[config.mk]
export PLATFORM = sky130hd
export DESIGN_NAME = target_hit_detector
export DESIGN_NICKNAME = d
export VERILOG_FILES = /design/src/rtl/duck_hunt_pkg.sv /design/src/rtl/pt_debounce.sv /design/src/rtl/target_hit_detector.sv
export SDC_FILE = /design/constraint.sdc
export NUM_CORES = 1
export LEC_CHECK = 0
export BUFFER_PORTS_ARGS = -buffer_cell sky130_fd_sc_hd__clkbuf_2
export CAP_MARGIN = 10
export CORE_MARGIN = 2
export CORE_UTILIZATION = 53
export CTS_BUF_LIST = sky130_fd_sc_hd__clkbuf_8
export CTS_CLUSTER_DIAMETER = 200
export DETAILED_ROUTE_END_ITERATION = 12
export GPL_TIMING_DRIVEN = 0
export PLACE_DENSITY_LB_ADDON = 0.1
export SLEW_MARGIN = 20
export SYNTH_ARGS = -nofsm -noshare
export SYNTH_HDL_FRONTEND = slang
export SYNTH_SLANG_ARGS = --single-unit
[constraint.sdc]
create_clock -name clock -period 2.9 [get_ports clock]
set_clock_uncertainty 0.1 [all_clocks]
set_input_delay 0.435 -clock clock [delete_from_list [all_inputs] [get_ports clock]]
set_output_delay 0.435 -clock clock [all_outputs]
set_load 0.1 [all_outputs]
[src/rtl/duck_hunt_pkg.sv]
// Shared definitions for the duck hunt target logic: target states, target
// count, target index constants and a small hit-counting helper.
package duck_hunt_pkg;

    localparam int NUM_TARGETS = 4;

    localparam int TL = 0;
    localparam int TR = 1;
    localparam int BL = 2;
    localparam int BR = 3;

    typedef enum logic [1:0] {
        ST_IDLE  = 2'd0,
        ST_ARMED = 2'd1,
        ST_HIT   = 2'd2,
        ST_MISS  = 2'd3
    } target_state_e;

    // Number of set bits in a per-target hit vector.
    function automatic logic [3:0] count_hits(input logic [NUM_TARGETS-1:0] hits);
        logic [3:0] total;
        total = 4'd0;
        for (int i = 0; i < NUM_TARGETS; i++) begin
            total = total + 4'(hits[i]);
        end
        return total;
    endfunction

endpackage

[src/rtl/pt_debounce.sv]
// One phototransistor channel: 2-flop synchronizer followed by a debouncer
// that exports the accepted stable level and a one-cycle rise strobe.
module pt_debounce #(
    parameter int DEBOUNCE_CYCLES = 50000
) (
    input  logic clock,
    input  logic reset,
    input  logic raw,
    output logic stable,
    output logic rise
);

    localparam int CW = (DEBOUNCE_CYCLES > 1) ? $clog2(DEBOUNCE_CYCLES) : 1;
    localparam logic [CW-1:0] CNT_LAST = CW'(DEBOUNCE_CYCLES - 1);

    logic          sync1_r;
    logic          sync2_r;
    logic          stable_r;
    logic          rise_r;
    logic [CW-1:0] cnt_r;

    // Synchronize the raw level, then accept a new level only after it has
    // differed from the stable one for DEBOUNCE_CYCLES consecutive cycles.
    always_ff @(posedge clock) begin
        if (reset) begin
            sync1_r  <= 1'b0;
            sync2_r  <= 1'b0;
            stable_r <= 1'b0;
            rise_r   <= 1'b0;
            cnt_r    <= '0;
        end else begin
            sync1_r <= raw;
            sync2_r <= sync1_r;
            rise_r  <= 1'b0;
            if (sync2_r == stable_r) begin
                cnt_r <= '0;
            end else if (cnt_r == CNT_LAST) begin
                stable_r <= sync2_r;
                rise_r   <= sync2_r;
                cnt_r    <= '0;
            end else begin
                cnt_r <= cnt_r + {{(CW-1){1'b0}}, 1'b1};
            end
        end
    end

    assign stable = stable_r;
    assign rise   = rise_r;

endmodule

[src/rtl/target_hit_detector.sv]
// Four-target laser hit detector: debounced phototransistor inputs drive a
// per-target IDLE/ARMED/HIT/MISS FSM and a saturating hit counter.
// Optional build macro HIT_TIMEOUT_EN enables the armed-target timeout (MISS).
module target_hit_detector
    import duck_hunt_pkg::*;
#(
    parameter int DEBOUNCE_CYCLES = 50000,
    parameter int TIMEOUT_CYCLES  = 100000000
) (
    input  logic                   clock,
    input  logic                   reset,
    input  logic [NUM_TARGETS-1:0] pt_raw,
    input  logic [NUM_TARGETS-1:0] arm,
    input  logic [NUM_TARGETS-1:0] clear,
    output logic [NUM_TARGETS-1:0] target_led,
    output logic [NUM_TARGETS-1:0] hit_flag,
    output logic [NUM_TARGETS-1:0] hit_pulse,
    output logic [NUM_TARGETS-1:0] miss_flag,
    output logic [7:0]             hit_count
);

    logic [NUM_TARGETS-1:0] stable_s;
    logic [NUM_TARGETS-1:0] rise_s;
    logic [NUM_TARGETS-1:0] hit_ev_s;
    logic [NUM_TARGETS-1:0] hit_pulse_r;
    logic [7:0]             hit_count_r;
    logic [8:0]             count_sum_s;
    target_state_e          state_r  [NUM_TARGETS];
    target_state_e          state_nx [NUM_TARGETS];

`ifdef HIT_TIMEOUT_EN
    localparam int TW = (TIMEOUT_CYCLES > 1) ? $clog2(TIMEOUT_CYCLES) : 1;
    localparam logic [TW-1:0] TIMER_LAST = TW'(TIMEOUT_CYCLES - 1);
    logic [TW-1:0] timer_r [NUM_TARGETS];
`endif

    for (genvar g = 0; g < NUM_TARGETS; g++) begin : g_chan
        pt_debounce #(
            .DEBOUNCE_CYCLES(DEBOUNCE_CYCLES)
        ) u_pt_debounce (
            .clock  (clock),
            .reset  (reset),
            .raw    (pt_raw[g]),
            .stable (stable_s[g]),
            .rise   (rise_s[g])
        );
    end

    // Target state registers.
    always_ff @(posedge clock) begin
        if (reset) begin
            for (int i = 0; i < NUM_TARGETS; i++) begin
                state_r[i] <= ST_IDLE;
            end
        end else begin
            for (int i = 0; i < NUM_TARGETS; i++) begin
                state_r[i] <= state_nx[i];
            end
        end
    end

    // Next-state logic; clear beats a hit, and a hit beats a timeout.
    always_comb begin
        hit_ev_s = '0;
        for (int i = 0; i < NUM_TARGETS; i++) begin
            state_nx[i] = state_r[i];
            case (state_r[i])
                ST_IDLE: begin
                    if (arm[i]) begin
                        state_nx[i] = ST_ARMED;
                    end else begin
                        state_nx[i] = ST_IDLE;
                    end
                end
                ST_ARMED: begin
                    if (clear[i]) begin
                        state_nx[i] = ST_IDLE;
                    end else if (rise_s[i] && stable_s[i]) begin
                        state_nx[i] = ST_HIT;
                        hit_ev_s[i] = 1'b1;
`ifdef HIT_TIMEOUT_EN
                    end else if (timer_r[i] == TIMER_LAST) begin
                        state_nx[i] = ST_MISS;
`endif
                    end else begin
                        state_nx[i] = ST_ARMED;
                    end
                end
                ST_HIT, ST_MISS: begin
                    if (clear[i]) begin
                        state_nx[i] = ST_IDLE;
                    end else begin
                        state_nx[i] = state_r[i];
                    end
                end
                default: begin
                    state_nx[i] = ST_IDLE;
                end
            endcase
        end
    end

`ifdef HIT_TIMEOUT_EN
    // Armed lifetime timers; held at zero outside ARMED so entry starts at 0.
    always_ff @(posedge clock) begin
        if (reset) begin
            for (int i = 0; i < NUM_TARGETS; i++) begin
                timer_r[i] <= '0;
            end
        end else begin
            for (int i = 0; i < NUM_TARGETS; i++) begin
                if (state_r[i] == ST_ARMED) begin
                    timer_r[i] <= timer_r[i] + {{(TW-1){1'b0}}, 1'b1};
                end else begin
                    timer_r[i] <= '0;
                end
            end
        end
    end
`endif

    assign count_sum_s = {1'b0, hit_count_r} + {5'd0, count_hits(hit_ev_s)};

    // Hit strobe and saturating hit counter, both aligned with HIT entry.
    always_ff @(posedge clock) begin
        if (reset) begin
            hit_pulse_r <= '0;
            hit_count_r <= 8'd0;
        end else begin
            hit_pulse_r <= hit_ev_s;
            if (count_sum_s > 9'd255) begin
                hit_count_r <= 8'd255;
            end else begin
                hit_count_r <= count_sum_s[7:0];
            end
        end
    end

    // State-decoded output flags.
    always_comb begin
        target_led = '0;
        hit_flag   = '0;
        miss_flag  = '0;
        for (int i = 0; i < NUM_TARGETS; i++) begin
            target_led[i] = (state_r[i] == ST_ARMED);
            hit_flag[i]   = (state_r[i] == ST_HIT);
`ifdef HIT_TIMEOUT_EN
            miss_flag[i]  = (state_r[i] == ST_MISS);
`else
            miss_flag[i]  = 1'b0;
`endif
        end
    end

    assign hit_pulse = hit_pulse_r;
    assign hit_count = hit_count_r;

endmodule

== After elaboration in Yosys (flattened, before gate mapping) ==
Memory sizes are Yosys's and may differ from the RTL's.
Index checks and enable logic that the tools add are counted.
Word-level totals
  register bits: 92
  RAM bits: 8
  bits of input ports: 14
  word-level logic and storage cells: 128
  memories: 1
Memory list
  state_r: depth 4, width 2, rd ports 4, clocked after Yosys merged registers in 0, wr ports 4, line target_hit_detector.sv:28  | target_state_e state_r [NUM_TARGETS];
Cells by class
  $add $sub $neg: 8
  order comparisons: 1
  equal/unequal tests: 20
  mux-type cells: 40
  bitwise logic cells: 12
  reduce and logical (&&, ||, !) cells: 24
Operator list (number)
  adder 16 x 1 -> 16 bit (second input constant): 4
  equality test 16 bit (second input constant): 4
  two-way mux 2 bit: 16
  one-hot mux 2 bit (3 select lines): 4
  OR reduction 3 bit: 8
  two-way mux 1 bit: 19
  equality test 2 bit (second input constant): 8
  adder 8 x 4 -> 9 bit: 1
  > comparator 9 x 8 -> 1 bit (second input constant): 1
  equality test 2 x 1 -> 1 bit (second input constant): 4
  zero test 2 bit: 4
  two-way mux 8 bit: 1
  inverter 1 bit: 8
  AND reduction 2 bit: 4
  OR reduction 2 bit: 4
  adder 3 x 1 -> 4 bit: 1
  equality test 1 bit: 4
  logical AND 1 bit: 4
  bitwise OR 1 bit: 4
  adder 2 x 1 -> 3 bit: 1
  adder 1 x 1 -> 2 bit: 1

== Depth between registers and ports, before layout ==
Gate-level depths: netlist of the first run.
  depth after elaboration: 10
  mapped depth: 12
  gate-level depth less buffers: 12

== By module ==
Synthesis of the first run repeated with hierarchy kept, for this count alone.
Second synthesis, totals
  cells, all modules: 469
  area, all modules: 4284.1 µm²
By module, submodules not included
  pt_debounce: instances 4, cells each 89, area an instance 830.8 µm²
  target_hit_detector: instances 1, cells each 113, area an instance 960.9 µm²

== Least setup slack after synthesis of the first run ==
OpenSTA, ideal clock, no wires.
  kind: flip-flop to flip-flop
  start point: memory state_r[2][0] (netlist name)
  end point: register hit_count_r[6] (netlist: hit_count[6])
  arrival: 3.753 ns
  required time: 2.672 ns
  path slack: -1.081 ns
  cell stages (with the launch flop): 13
  buffers on the path: 0
  clock period less this slack: 3.981 ns
  cell sequence: dfxtp_1 -> nor2b_1 -> nand4_1 -> inv_1 -> fa_1 -> inv_1 -> fa_1 -> inv_1 -> fa_1 -> and3_1 -> nand3_1 -> mux2i_1 -> nor2_1
RTL lines
  from (decl): line target_hit_detector.sv:28
  to (signal assigned): line target_hit_detector.sv:134  | hit_count_r <= count_sum_s[7:0];
  to (decl): line target_hit_detector.sv:26  | logic [7:0] hit_count_r;

==> results of run 1 <==
area by class of cell:
cell class | instances | area (um2)
Timing Repair Buffer | 36 | 188
Multi-Input combinational cell | 344 | 2190
Sequential cell | 100 | 2010
Buffer | 15 | 105
Tap cell | 102 | 128
Clock buffer | 11 | 151
Clock inverter | 5 | 51.3
Fill cell | 683 | 2930
Inverter | 17 | 63.8
timing repair:
| action | CTS | global route |
|---|---|---|
| buffers inserted | 0 | 3 |
| endpoints found under the hold margin | 0 | 0 |
| gates cloned | 0 | 0 |
| resized for setup | 1 | 9 |
| pin swaps | 0 | 4 |
| endpoints found under the setup margin | 8 | 8 |
cell usage in the layout, fill, tap and decap left out, drive strengths merged, types with 2 or more instances in the layout:
| cell type | n |
|---|---|
| nor2b | 18 |
| nand2 | 24 |
| or3 | 2 |
| xnor2 | 49 |
| nor4 | 16 |
| nor2 | 92 |
| nor4b | 4 |
| nand2b | 6 |
| nor3 | 13 |
| o21ai | 3 |
| nand3 | 21 |
| nand4b | 2 |
| mux2i | 6 |
| conb | 4 |
| or4 | 3 |
| and3 | 8 |
| o2111ai | 2 |
| buf | 13 |
| nand4 | 19 |
| and4 | 2 |
| inv | 20 |
| nor4bb | 4 |
| fa | 3 |
| xor2 | 13 |
| clkbuf | 49 |
| a21oi | 14 |
| dfxtp | 100 |
| ha | 5 |
state kept, by name, summed over array words and instances, names as in the netlist:
register / cells
g_chan.u_pt_debounce.cnt_r: 64
g_chan.u_pt_debounce.rise: 4
g_chan.u_pt_debounce.stable: 4
g_chan.u_pt_debounce.sync1_r: 4
g_chan.u_pt_debounce.sync2_r: 4
hit_count: 8
hit_pulse: 4
state_r: 8
through the flow:
step	instance area [um2]	hold slack (ps)	setup WS [ps]	util, %	TNS (ps)
floorplan	4340	314	-41.7	-	-80.0
CTS	4830	170	48.7	61.9	0
global route	4880	192	-32.7	62.5	-62.9
detailed placement	4630	328	-53.3	59.3	-287
global placement	4630	318	-55.8	59.3	-361
finish	4880	180	82.6	62.5	0
logic make-up (layout without fill, tap and decap cells):
logic type | Yosys count | after routing | synth area share [%]
AO/OA/AOI/OAI | 24 | 24 | 3.35
XOR/XNOR | 62 | 62 | 12.6
adder cells (fa/ha/maj) | 8 | 8 | 2.85
buffers and inverters | 32 | 84 | 3.93
flip-flops | 100 | 100 | 46.5
multiplexers | 6 | 6 | 1.40
other | 1 | 4 | 0.0872
AND/OR/NAND/NOR | 240 | 240 | 29.2
worst max-delay path: cells and delay by family (launching register included):
family / cells / cell delay [ps]
fa+ha+maj: 3 / 990
simple gates: 5 / 920
flops: 1 / 320
buf+inv: 3 / 180
mux: 1 / 180
report_power, final:
part | switching, mW | internal [mW]
clock | 0.455 | 0.442
sequential | 0.00779 | 1.38
combinational | 0.0839 | 0.0325
worst paths after layout:
path                                                 to                                  startpoint  cells after the start  slack [ps]
max                             hit_count[6]$_SDFF_PP0_                  state_r[0][1]$_SDFFE_PP0P_                     12          80
min          g_chan[3].u_pt_debounce.sync1_r$_SDFF_PP0_                                   pt_raw[3]                      2         180
max reg2reg                     hit_count[6]$_SDFF_PP0_                  state_r[0][1]$_SDFFE_PP0P_                     12          80
min reg2reg  g_chan[0].u_pt_debounce.sync2_r$_SDFF_PP0_  g_chan[0].u_pt_debounce.sync1_r$_SDFF_PP0_                      1         350
layer usage:
| metal | vias to the layer above | track usage, % |
|---|---|---|
| met1 | 1511 | 23.4 |
| met4 | 0 | 6.16 |
| met5 | - | 0 |
| li1 | 1695 | - |
| met2 | 41 | 31.2 |
| met3 | 10 | 5.22 |
==> metrics, run 1 <==
status=finished clean; final period demand of the worst path=2820 ps; distinct cell type count after synthesis=44; Max Cap Violations=0; gate count of the mapped netlist=around 470; pin count of the biggest net entering global routing=16; maximum number of buffers from clock root to sink=2; RSZ-0062 raised after global routing=yes; clk sinks=100; CTS tree=built; placed cells=611; kind of end point of the critical path=flop; met1 WL=3530 um; post-detailed-route wirelength per cell=roughly 12 um; Reg clk slew, reported paths=90 ps; power per standard cell area=493 mW/mm2; number of antenna cells inserted=0; wire length after detailed routing=7550 um; number of max-slew violations in the final report=0; most common cell type on the critical path=inv_2; gr ovfl total=0; element type at the critical path start=flop; number of H-tree branching levels=3; via count of the first global-routing pass=3075; DRC viols=0; mean area per synthesized cell=9.09 um2; list of cells traversed by the critical path=nand3b_1, or3b_4, inv_2, fa_1, inv_2, fa_2, inv_2, fa_2, and3_4, nand3_2, mux2i_1, nor2_1; # hold bufs at CTS=0; width of the die=between 90 and 100 um; EDFF count, synth=0; Final #Nets=545; initial antenna violation count=0; violation count after the first detailed-routing iteration=135; Crit Path Class=flop to flop; cell types occupying the most area after synthesis=dfxtp_1, xnor2_1, nor2_1; Die Area=0.00885 mm2; worst path arrival time=2960 ps; Detail Placement HPWL=5280 um; share of the clock period used by the worst path=97.2%; cell at the slowest stage of the critical path=or3b_4; wire length on met2=3660 um; I/O pins=38; maximum clock frequency=355 MHz; HP Class=input port to flop; share of layout cells above drive strength 1=14.8%; transition at the pin with the smallest max-transition slack=544 ps; total via count in the routed design=3257; Synth Register Bits=100; commonest cells in the netlist=dfxtp_1, nor2_1, xnor2_1, nand2_1, nand3_1; source-to-sink clock delay at the later pin of the worst-skew pair=360 ps; highest cell delay on the worst timing path=430 ps; Lkg Pwr=1.67 nW; top metal layer carrying routed signals=met4; netlist area before placement=0.00430 mm2; total met3 wirelength after detailed routing=248 um; total global-route track usage=a little under a fifth; number of placement rows=32; number of buffers created by CTS=9; Critical Path RT=3040 ps; PnR Total Power=approximately 2.4 mW; gpl congestion=around 0.82; drt first pass iters=4; non-filler cells in the finished layout=630; IR Drop Worst-Case VDD=0.350 mV; fraction of synthesis flops using an asynchronous set or reset pin=0%; clk root buf=clkbuf_8; number of warnings issued by yosys=0; total of buffers placed on input and output ports=33; most instantiated library cell after synthesis=dfxtp_1; core area=just under 0.008 mm2; remaining max-slew budget at the tightest pin=63.9%; fraction of post-synthesis cell area in the top cell type by area=46.5%; die height=94.1 um; initial standard-cell utilization of the core=55.1%; Setup-failing EPs final=0; wire length of the first global-routing pass=around 13000 um; final number of hold-violating endpoints=0; fraction of the yosys area taken by sequential cells=46.5%; antenna viol nets, final=0; Synth area leader=dfxtp_1; maximum fanout along the worst path=4; Main synth FF type=dfxtp_1; routed vias/inst=5.17; Area growth syn-to-layout=13.4%
(Power assumes the default switching activity.)
==> inputs of run 2 (changes only) <==
CORE_MARGIN = 4   (was 2)
SETUP_SLACK_MARGIN = 0.3   (was not set)
==> metrics, run 2 (synthesis gave the netlist of run 1 again) <==
PnR Total Power=roughly 2.4 mW; Die Area=0.00962 mm2; pin count of the biggest net entering global routing=16; number of H-tree branching levels=3; DRC viols=0; most common library cell in the layout ignoring fill and taps=dfxtp_1; I/O pins=38; post-detailed-route wirelength per cell=around 12 um; register-to-register setup slack=120 ps; antenna viol nets, final=0; Lkg Pwr=1.69 nW; source-to-sink clock delay at the later pin of the worst-skew pair=350 ps; number of placement rows=32; wire length after detailed routing=approximately 7700 um; maximum clock frequency=359 MHz; multi-input gate area in the final layout=0.00223 mm2; number of buffers created by CTS=9; CTS tree=built; final number of hold-violating endpoints=0; number of flip-flops under the largest register name=64; element type at the critical path start=flop; Critical Path RT=between 3000 and 4000 ps; # hold bufs at CTS=0; IR Drop Worst-Case VDD=0.310 mV; initial standard-cell utilization of the core=55.1%; TNS Setup=0 ps; total global-route track usage=16.8%; clk root buf=clkbuf_8; final period demand of the worst path=2780 ps; drt first pass iters=4; gr ovfl total=0; width of the die=98.1 um; transition at the pin with the smallest max-transition slack=between 600 and 700 ps; maximum number of buffers from clock root to sink=2; Crit Path Class=flop to flop; worst path arrival time=approximately 2900 ps; register with the highest flop count=g_chan.u_pt_debounce.cnt_r; clk sinks=100; number of antenna cells inserted=0; top library cells by usage in the layout, fill and taps aside=dfxtp_1, nor2_1, xnor2_1, clkbuf_2, nand2_1; via count of the first global-routing pass=3183; worst hold margin=between 150 and 200 ps; Max Cap Violations=0; Reg clk slew, reported paths=90 ps; total via count in the routed design=approximately 3.3k; storage element area=0.00201 mm2; wire length of the first global-routing pass=13600 um; Final #Nets=550; gpl congestion=approximately 0.8; number of max-slew violations in the final report=0; Final Core Density=63.5%; Area growth syn-to-layout=15.2%; status=finished clean; kind of end point of the critical path=flop; initial antenna violation count=0; total of buffers placed on input and output ports=33; HP Class=input port to flop; remaining max-slew budget at the tightest pin=55.4%; violation count after the first detailed-routing iteration=76; maximum fanout along the worst path=6; fill cell count=680; die height=98.1 um; share of the clock period used by the worst path=95.9%; Setup-failing EPs final=0; Detail Placement HPWL=5420 um; RSZ-0062 raised after global routing=yes; share of layout cells above drive strength 1=16.9%; routed vias/inst=approximately 5; core area=0.00781 mm2; power per standard cell area=between 400 and 500 mW/mm2
[run 2: stage by stage]
step                area [um2]  worst slack (ps)  std cells
global route              4960              20.6        633
global placement          4630             -55.9        611
floorplan                 4340             -41.7        476
finish                    4960               118        633
CTS                       4890              92.4        629
detailed placement        4630             -83.9        611
[run 2: repair_timing]
item | CTS | global route
pin swaps | 4 | 6
resized for setup | 9 | 10
buffers inserted | 4 | 4
setup endpoints to repair | 8 | 8
[run 2: routing by layer]
layer	track usage (%)	wire length (um)	share of wire, %
met1	20.1	3590	46
met2	29.5	3770	49
met3	5.43	280	3.6
met4	3.51	78	1.0
met5	0	0	0
[run 2: where the power goes]
part | total, mW | leakage (nW) | switching (mW) | internal [mW]
clock | 0.918 | 0.107 | 0.442 | 0.475
combinational | 0.117 | 0.772 | 0.0842 | 0.0326
sequential | 1.39 | 0.810 | 0.00765 | 1.38
total | 2.43 | 1.69 | 0.534 | 1.89
[run 2: final timing paths]
path	from	endpoint	depth (start not counted)
worst min register to register	g_chan[3].u_pt_debounce.sync1_r$_SDFF_PP0_	g_chan[3].u_pt_debounce.sync2_r$_SDFF_PP0_	1
worst max-delay path	state_r[0][1]$_SDFFE_PP0P_	hit_count[4]$_SDFF_PP0_	12
worst max register to register	state_r[0][1]$_SDFFE_PP0P_	hit_count[4]$_SDFF_PP0_	12
worst min-delay path	pt_raw[3]	g_chan[3].u_pt_debounce.sync1_r$_SDFF_PP0_	2
[run 2: layout make-up]
| class | instances | area share (%) |
|---|---|---|
| clock buffers | 9 | 2.50 |
| plain buffers | 15 | 2.12 |
| repair buffers | 41 | 4.54 |
| flip-flops and latches | 100 | 40.5 |
| well taps | 102 | 2.57 |
| inverters | 17 | 1.29 |
| multi-input cells | 344 | 44.9 |
| clock inverters | 5 | 1.56 |
[run 2: critical path, stage by stage (launching register included)]
cell and delay (ps):
dfxtp_2 320, nand3b_1 180, or3b_4 400, inv_2 70
fa_1 410, inv_1 80, fa_2 200, inv_2 40
fa_2 330, and3_4 180, buf_4 140, nand3_4 130
a21oi_2 70
